[config.mk]
export PLATFORM = sky130hd
export DESIGN_NAME = pipe_skid_stage
export DESIGN_NICKNAME = d
export VERILOG_FILES = /design/src/rtl/pipe_skid_stage.sv
export SDC_FILE = /design/constraint.sdc
export NUM_CORES = 1
export LEC_CHECK = 0
export ABC_AREA = 1
export CORE_MARGIN = 4
export CORE_UTILIZATION = 45
export CTS_BUF_LIST = sky130_fd_sc_hd__clkbuf_8
export DETAILED_ROUTE_END_ITERATION = 8
export PLACE_DENSITY = 0.79
export SYNTH_ARGS = -nofsm -noshare
export SYNTH_HDL_FRONTEND = slang
export SYNTH_SLANG_ARGS = --single-unit
export TNS_END_PERCENT = 100
[constraint.sdc]
create_clock -name CLK -period 3.9 [get_ports CLK]
set_input_delay 0.78 -clock CLK [delete_from_list [all_inputs] [get_ports CLK]]
set_output_delay 0.78 -clock CLK [all_outputs]
set_load 0.01 [all_outputs]
[src/rtl/pipe_skid_stage.sv]
// Pipeline register stage with an optional second (skid) entry so IN_READY can be
// registered and decoupled from OUT_READY. SKID=0 degrades to a single register.
module pipe_skid_stage #(
    parameter int DATA_W = 32,
    parameter int CTRL_W = 16,
    parameter int SKID   = 1
) (
    input  logic              CLK,
    input  logic              RESET,
    input  logic              FLUSH,
    input  logic              IN_VALID,
    output logic              IN_READY,
    input  logic [DATA_W-1:0] IN_DATA,
    input  logic [CTRL_W-1:0] IN_CTRL,
    output logic              OUT_VALID,
    input  logic              OUT_READY,
    output logic [DATA_W-1:0] OUT_DATA,
    output logic [CTRL_W-1:0] OUT_CTRL,
    output logic [1:0]        OCCUPANCY,
    output logic [15:0]       STALL_CNT
);

    localparam bit LP_SKID = (SKID != 0);

    typedef enum logic [1:0] {
        ST_EMPTY = 2'd0,
        ST_ONE   = 2'd1,
        ST_TWO   = 2'd2
    } state_t;

    state_t            r_state;
    logic [DATA_W-1:0] r_main_data;
    logic [CTRL_W-1:0] r_main_ctrl;
    logic [DATA_W-1:0] r_skid_data;
    logic [CTRL_W-1:0] r_skid_ctrl;
    logic              r_rdy_en;
    logic [15:0]       r_stall_cnt;

    logic w_out_valid;
    logic w_in_ready;
    logic w_in_fire;
    logic w_out_fire;

    assign w_out_valid = (r_state != ST_EMPTY);
    assign w_in_fire   = IN_VALID & w_in_ready;
    assign w_out_fire  = w_out_valid & OUT_READY;

    // r_rdy_en holds IN_READY low through reset and until the first edge after release.
    generate
        if (LP_SKID) begin : g_skid
            assign w_in_ready = r_rdy_en & (r_state != ST_TWO);
        end else begin : g_single
            assign w_in_ready = r_rdy_en & (~w_out_valid | OUT_READY);
        end
    endgenerate

    always_ff @(posedge CLK or negedge RESET) begin
        if (!RESET) begin
            r_rdy_en <= 1'b0;
        end else begin
            r_rdy_en <= 1'b1;
        end
    end

    always_ff @(posedge CLK or negedge RESET) begin
        if (!RESET) begin
            r_state     <= ST_EMPTY;
            r_main_data <= '0;
            r_main_ctrl <= '0;
            r_skid_data <= '0;
            r_skid_ctrl <= '0;
        end else if (FLUSH) begin
            // Main data is left as is; OUT_CTRL is masked by OUT_VALID.
            r_state <= ST_EMPTY;
        end else begin
            case (r_state)
                ST_EMPTY: begin
                    if (w_in_fire) begin
                        r_state     <= ST_ONE;
                        r_main_data <= IN_DATA;
                        r_main_ctrl <= IN_CTRL;
                    end
                end
                ST_ONE: begin
                    if (w_in_fire && w_out_fire) begin
                        r_main_data <= IN_DATA;
                        r_main_ctrl <= IN_CTRL;
                    end else if (w_in_fire && LP_SKID) begin
                        r_state     <= ST_TWO;
                        r_skid_data <= IN_DATA;
                        r_skid_ctrl <= IN_CTRL;
                    end else if (w_out_fire) begin
                        r_state <= ST_EMPTY;
                    end
                end
                ST_TWO: begin
                    if (w_out_fire) begin
                        r_state     <= ST_ONE;
                        r_main_data <= r_skid_data;
                        r_main_ctrl <= r_skid_ctrl;
                    end
                end
                default: r_state <= ST_EMPTY;
            endcase
        end
    end

    always_ff @(posedge CLK or negedge RESET) begin
        if (!RESET) begin
            r_stall_cnt <= '0;
        end else if (w_out_valid && !OUT_READY && (r_stall_cnt != 16'hFFFF)) begin
            r_stall_cnt <= r_stall_cnt + 16'd1;
        end
    end

    assign IN_READY  = w_in_ready;
    assign OUT_VALID = w_out_valid;
    assign OUT_DATA  = r_main_data;
    assign OUT_CTRL  = w_out_valid ? r_main_ctrl : '0;
    assign OCCUPANCY = r_state;
    assign STALL_CNT = r_stall_cnt;

    a_no_fire_in_two : assert property (@(posedge CLK) disable iff (!RESET)
        !((r_state == ST_TWO) && w_in_fire));
    a_state_legal : assert property (@(posedge CLK) disable iff (!RESET)
        (r_state != 2'd3) && (LP_SKID || (r_state != ST_TWO)));

endmodule

==> run_results.csv, run 1 <==
group,metric,value,unit
outcome,status,"finished clean",
sta,setup_viol,0,
sta,period_needed,3.118,ns
critical_path,cp_max_fo,13,
final_layout,n_antenna_cell,0,
drt,vias,4692,
power_and_ir_drop,p_leak,0.003621,uW
critical_path,worst_path_max_delay_cell,"nor2_1",
synthesis,ys_warn_count,0,
critical_path,cp_slowest_stage_delay,0.56,ns
synthesis,synth-xor-area-share,1.946,%
final_layout,layout_common_cells,"nand2_1 (214), clkdlybuf4s50_1 (119), dfrtp_1 (115), nand3_1 (56), o21ai_0 (52)",
synthesis,synth_cells,635,
sta,rsz0062_at_grt,"no",
global_routing,antenna_found_initial,0,
min_path,hp-class,"in -> async",
power_and_ir_drop,vdd.ir_drop.worst,397.1,uV
critical_path,critPathArrivalTime,2.34,ns
global_routing,grt_overflow,0,
global_routing,grt_pass1_vias,4759,
final_layout,final_cell_area,7047,sq um
sta,worst_slack,0.7816,ns
sta,clock.fmax,0.3207,GHz
sta,final_max_slew_viol_count,0,
drt,antenna_left,0,
global_routing,grt_start_max_net_pins,64,
drt,drtPass1Iterations,5,
critical_path,worst_setup_path_start_kind,"flop",
critical_path,worstSetupPathType,"reg -> out",
sta,worst_slew_pin_slew,1.096,ns
clock_network,htreeDepth,4,
clock_network,clock_latency,0.43,ns
placement,dp_hpwl,8792,microns
critical_path,critPathMostFrequentCell,"nor2_1",
final_layout,area_growth_syn_to_layout,30.49,%
clock_network,clkSinkCount,115,
synthesis,synth_seq_cells,115,
floorplanning,initial_core_util,46.69,%
critical_path,cp.required,3.12,ns
synthesis,synthDistinctLibCells,25,
sta,hold_viol_final,0,
critical_path,endpoint_kind,"output port",
floorplanning,rows,39,
synthesis,synth-compound-area-share,6.603,%
power_and_ir_drop,p_per_area,639.0,nW/um^2
clock_network,cts_setup_buffers,0,
drt,drt_iter0_drc,415,
synthesis,syn-num-nets,689,
sta,finClkSkew,0.01209,ns
synthesis,ys_seq_area_share,53.29,%
clock_network,numCtsBuffers,17,
placement,gp_congestion,0.8665,
floorplanning,die_h,117.5,microns
final_layout,drive_gt1_share,6.324,%
clock_network,holdBufCountCts,0,
clock_network,cts.clk_slew.worst_paths,0.07,ns
clock_network,cts-root-buf,"clkbuf_8",
final_layout,layout_commonest_cell,"nand2_1",
sta,holdWs,0.3710,ns
drt,drc,0,
floorplanning,boundaryPins,121,
sta,slew_headroom,26.67,%
global_routing,grt.total_usage,19.93,%
sta,period_share,79.96,%
synthesis,synth_top_family_by_area,"simple AND/OR/NAND/NOR gates",
global_routing,grt_pass1_wl,22800,microns
placement,dp_slack,0.9135,ns
clock_network,cts_resized,0,
floorplanning,core,11560,sq um
synthesis,synth-simple-area-share,24.05,%
floorplanning,die_area,13820,sq um
synthesis,synth_mux_area_share,7.414,%
placement,port_buffers,120,
drt,post_drt_wl_per_cell,14.54,microns
placement,dpl_cell_area,6666,sq um
clock_network,tritoncts,"done",
synthesis,synthAdderAreaFrac,0.2317,%
job,drv_cap,0,
drt,routed_wl,13110,microns
synthesis,syn_area,5400,sq um
synthesis,avgSynthCellArea,8.504,sq um
clock_network,clock_path_buffers,2,
sta,tns,0,ns
critical_path,path_cells,"nor2_1 > buf_4 > nor2_1 > clkdlybuf4s50_1",
final_layout,fin_nets,800,
drt,viasPerCell,5.202,
floorplanning,die_width,117.5,microns
-- cell families (layout without fill, tap and decap cells) --
family	after synthesis	in the layout
multiplexers	40	40
adder cells (fa/ha/maj)	1	1
AND/OR/NAND/NOR	317	317
AO/OA/AOI/OAI	71	71
other	1	1
flip-flops	115	115
buffers and inverters	78	202
XOR/XNOR	12	12
-- registers in the layout (all words and copies together) (netlist names) --
name and count:
r_main_ctrl 16, r_skid_ctrl 16, OCCUPANCY 2, OUT_DATA 32, r_rdy_en 1, r_skid_data 32, STALL_CNT 16
-- critical path: cells and delay by family (launching register included) --
family | cells | cell delay [ns]
simple gates | 2 | 0.63
flops | 1 | 0.48
buf+inv | 2 | 0.80
-- metrics by stage --
stage               std cells  utilization (%)  power [uW]
floorplan                 635                -        2714
global placement          870            57.64        3405
detailed placement        870            57.64        3474
CTS                       902            60.93        4547
global route              902            60.93        4835
finish                    902            60.93        4503
-- cell usage after synthesis --
master | instances | area [sq um]
conb_1 | 1 | 3.750
a21oi_1 | 2 | 10.01
clkbuf_1 | 15 | 56.30
nand2_2 | 2 | 12.51
nand3_1 | 56 | 280.3
mux2i_1 | 40 | 400.4
xor2_1 | 4 | 35.03
dfrtp_1 | 115 | 2878
nor2_1 | 33 | 123.9
nand4_1 | 5 | 31.28
a31oi_1 | 1 | 6.260
inv_2 | 2 | 7.510
buf_4 | 2 | 15.01
nand3_2 | 1 | 10.01
buf_6 | 4 | 45.04
o21ai_1 | 16 | 80.08
nor3_2 | 2 | 20.02
xnor2_1 | 8 | 70.07
buf_2 | 12 | 60.06
o21ai_0 | 52 | 260.3
inv_1 | 42 | 157.7
ha_1 | 1 | 12.51
nand2_1 | 216 | 810.8
buf_1 | 1 | 3.750
nor3_1 | 2 | 10.01
-- power by group --
part | leakage, uW | switching (uW) | internal [uW] | total (uW)
Combinational | 0.00198 | 687 | 725 | 1410
Sequential | 0.00146 | 334 | 1710 | 2040
Clock | 0.000183 | 495 | 552 | 1050
-- metal layers --
layer  global-route usage (%)  up-vias  wire, microns
met3                    6.920       15            997
li1                         -     2258              -
met1                    26.49     2237           5843
met4                    6.154        0            106
met2                    30.89      182           6164
met5                        0        -              0
-- final timing paths --
path / from / endpoint / slack, ns / cells past startpoint
worst max-delay path: OCCUPANCY[1]$_DFFE_PN0P_ / OUT_CTRL[14] / 0.78 / 4
worst max register to register: OCCUPANCY[1]$_DFFE_PN0P_ / OUT_DATA[11]$_DFFE_PN0P_ / 0.93 / 8
worst min-delay path: RESET / STALL_CNT[7]$_DFFE_PN0P_ / 0.37 / 1
min in group CLK: r_skid_ctrl[11]$_DFFE_PN0P_ / r_skid_ctrl[11]$_DFFE_PN0P_ / 0.47 / 2
worst min register to register: r_skid_ctrl[11]$_DFFE_PN0P_ / r_skid_ctrl[11]$_DFFE_PN0P_ / 0.47 / 2
max in group asynchronous: RESET / r_skid_data[2]$_DFFE_PN0P_ / 2.76 / 2
-- cell type report --
type | count | area [sq um]
Multi-Input combinational cell | 442 | 2188
Clock buffer | 20 | 275.3
Sequential cell | 115 | 2878
Clock inverter | 12 | 105.1
Tap cell | 143 | 178.9
Timing Repair Buffer | 126 | 1256
Inverter | 44 | 165.2
Fill cell | 976 | 4518
No activity file was read; power rests on OpenSTA's default activity.
==> inputs of run 2 (changes only) <==
==> constraint.sdc (replaced) <==
create_clock -name CLK -period 3.1 [get_ports CLK]
set_input_delay 0.62 -clock CLK [delete_from_list [all_inputs] [get_ports CLK]]
set_output_delay 0.62 -clock CLK [all_outputs]
set_load 0.01 [all_outputs]
==> run 2 against run 1 <==
Compared with the run above:
- via count about the same
- clock skew decreased by 0.0045 ns
- combinational power increased by 28%
- cell count increased by 0.22%
- critical path depth unchanged
- critical path type unchanged
- sequential cell count unchanged
- clock power increased by 32%
- critical endpoint is now OUT_CTRL[2]
- worst setup slack got worse by 0.49 ns
- routed wire length increased by 3.0%
- total power increased by 28%
- register-to-register slack got worse by 0.17 ns
- first-iteration DRC count decreased by 9.2%
- largest cell class unchanged
==> run_results.csv, run 2 (synthesis gave the netlist of run 1 again) <==
group,metric,value,unit
power_and_ir_drop,internal-power,3860,uW
placement,port_buffers,120,
drt,drc,0,
power_and_ir_drop,p_switching,1906,uW
critical_path,cp_max_fo,15,
sta,slew_headroom,42.84,%
job,drv_cap,0,
critical_path,worst_setup_path_start_kind,"flop",
sta,setup_viol,0,
power_and_ir_drop,p_comb_share,31.1,%
clock_network,cts_setup_buffers,0,
power_and_ir_drop,p_per_area,813.0,nW/um^2
critical_path,endpoint_kind,"output port",
sta,rsz0062_at_grt,"no",
clock_network,htreeDepth,4,
floorplanning,rows,39,
floorplanning,die_h,117.5,microns
clock_network,numCtsBuffers,17,
final_layout,layout_commonest_cell,"nand2_1",
floorplanning,initial_core_util,46.69,%
final_layout,fin_nets,802,
sta,holdWs,0.2548,ns
floorplanning,boundaryPins,121,
clock_network,tritoncts,"done",
critical_path,cp_slowest_stage_delay,0.48,ns
global_routing,antenna_found_initial,0,
final_layout,layout_common_cells,"nand2_1 (214), clkdlybuf4s50_1 (119), dfrtp_1 (115), nand3_1 (56), o21ai_0 (52)",
clock_network,cts_resized,0,
global_routing,grt_overflow,0,
sta,period_needed,2.808,ns
sta,worst_slew_pin_slew,0.8575,ns
clock_network,clock_latency,0.42,ns
drt,antenna_left,0,
drt,drtPass1Iterations,5,
final_layout,drive_gt1_share,6.307,%
drt,viasPerCell,5.191,
final_layout,fillers,1013,
drt,post_drt_wl_per_cell,14.93,microns
sta,final_max_slew_viol_count,0,
critical_path,critPathMostFrequentCell,"nor2_1",
clock_network,holdBufCountCts,0,
global_routing,grt_pass1_wl,23050,microns
placement,dp_hpwl,9077,microns
drt,drt_iter0_drc,377,
final_layout,area_growth_syn_to_layout,31.35,%
critical_path,regToRegStartpoint,"OCCUPANCY[1]$_DFFE_PN0P_",
critical_path,path_cells,"nor2_1 > buf_4 > nor2_1 > clkdlybuf4s50_1",
power_and_ir_drop,switching_share,33.06,%
power_and_ir_drop,p_clk_share,24.2,%
global_routing,grt_start_max_net_pins,83,
critical_path,worst_path_max_delay_cell,"clkdlybuf4s50_1",
drt,routed_wl,13500,microns
clock_network,clock_path_buffers,2,
floorplanning,core,11560,sq um
outcome,status,"finished clean",
global_routing,grt_pass1_vias,4813,
min_path,hp-class,"in -> async",
global_routing,grt.total_usage,20.11,%
floorplanning,die_width,117.5,microns
critical_path,worstSetupPathType,"reg -> out",
critical_path,r2r_cells,10,
clock_network,clkSinkCount,115,
final_layout,final_core_util,61.33,%
power_and_ir_drop,pwr-share-seq,44.7,%
sta,clock.fmax,0.3561,GHz
sta,hold_viol_final,0,
final_layout,n_antenna_cell,0,
sta,finClkSkew,0.007608,ns
clock_network,cts.clk_slew.worst_paths,0.07,ns
critical_path,critPathArrivalTime,2.19,ns
sta,period_share,90.59,%
drt,vias,4693,
floorplanning,die_area,13820,sq um
power_and_ir_drop,p_leak,0.003660,uW
sta,tns,0,ns
critical_path,critical_path.startpoint,"OCCUPANCY[1]$_DFFE_PN0P_",
placement,gp_congestion,0.8775,
critical_path,cp.required,2.48,ns
clock_network,cts-root-buf,"clkbuf_8",
power_and_ir_drop,vdd.ir_drop.worst,491.8,uV
[run 2: cell count changes in the layout (fill, tap and decap cells not counted)]
cell and delta:
buf_4 +1, inv_6 -2, clkbuf_8 +1, bufinv_16 +1, clkinvlp_4 -2, inv_1 +2
buf_12 +1
[run 2: worst paths after layout]
path                                               end  slack, ns
max in group asynchronous   r_skid_ctrl[3]$_DFFE_PN0P_       2.06
min in group CLK           r_skid_ctrl[14]$_DFFE_PN0P_       0.48
max reg2reg                   OCCUPANCY[0]$_DFFE_PN0P_       0.76
max                                        OUT_CTRL[2]       0.29
min                           STALL_CNT[6]$_DFFE_PN0P_       0.25
min reg2reg                r_skid_ctrl[14]$_DFFE_PN0P_       0.48
[run 2: worst max-delay path: cells and delay by family, from the launching register on]
family	cells	cell delay [ns]
buffers and inverters	2	0.79
AND/OR/NAND/NOR	2	0.50
flip-flops	1	0.47
[run 2: per-layer routing]
metal / part of all wire (%) / global-route usage (%) / vias up / wire (microns)
met3: 6.5 / 6.728 / 12 / 872
met2: 48 / 32.30 / 161 / 6425
li1: - / - / 2265 / -
met4: 0.77 / 4.615 / 0 / 104
met5: 0 / 0 / - / 0
met1: 45 / 26.61 / 2255 / 6099
[run 2: power groups by stage]
stage | Clock [uW] | Sequential, uW | Combinational, uW
finish | 1390 | 2580 | 1800
global route | 1500 | 2650 | 2020
CTS | 1420 | 2570 | 1830
detailed placement | 0 | 2580 | 1820
global placement | 0 | 2550 | 1740
floorplan | 0 | 2590 | 829
[run 2: layout make-up]
class                   count  area [sq um]  area share [%]
flip-flops and latches    115          2878           40.57
multi-input cells         442          2188           30.85
repair buffers            128          1284           18.10
clock buffers              21         289.0           4.075
well taps                 143         178.9           2.522
inverters                  44         165.2           2.328
clock inverters            11         110.1           1.552
[run 2: through the flow]
stage	cell area, sq um	worst slack (ns)	instances	power [uW]
floorplan	5400	1.253	635	3415
global placement	6694	0.7351	872	4291
detailed placement	6694	0.6491	872	4398
CTS	7093	0.2380	904	5822
global route	7093	0.1141	904	6172
finish	7093	0.2916	904	5767
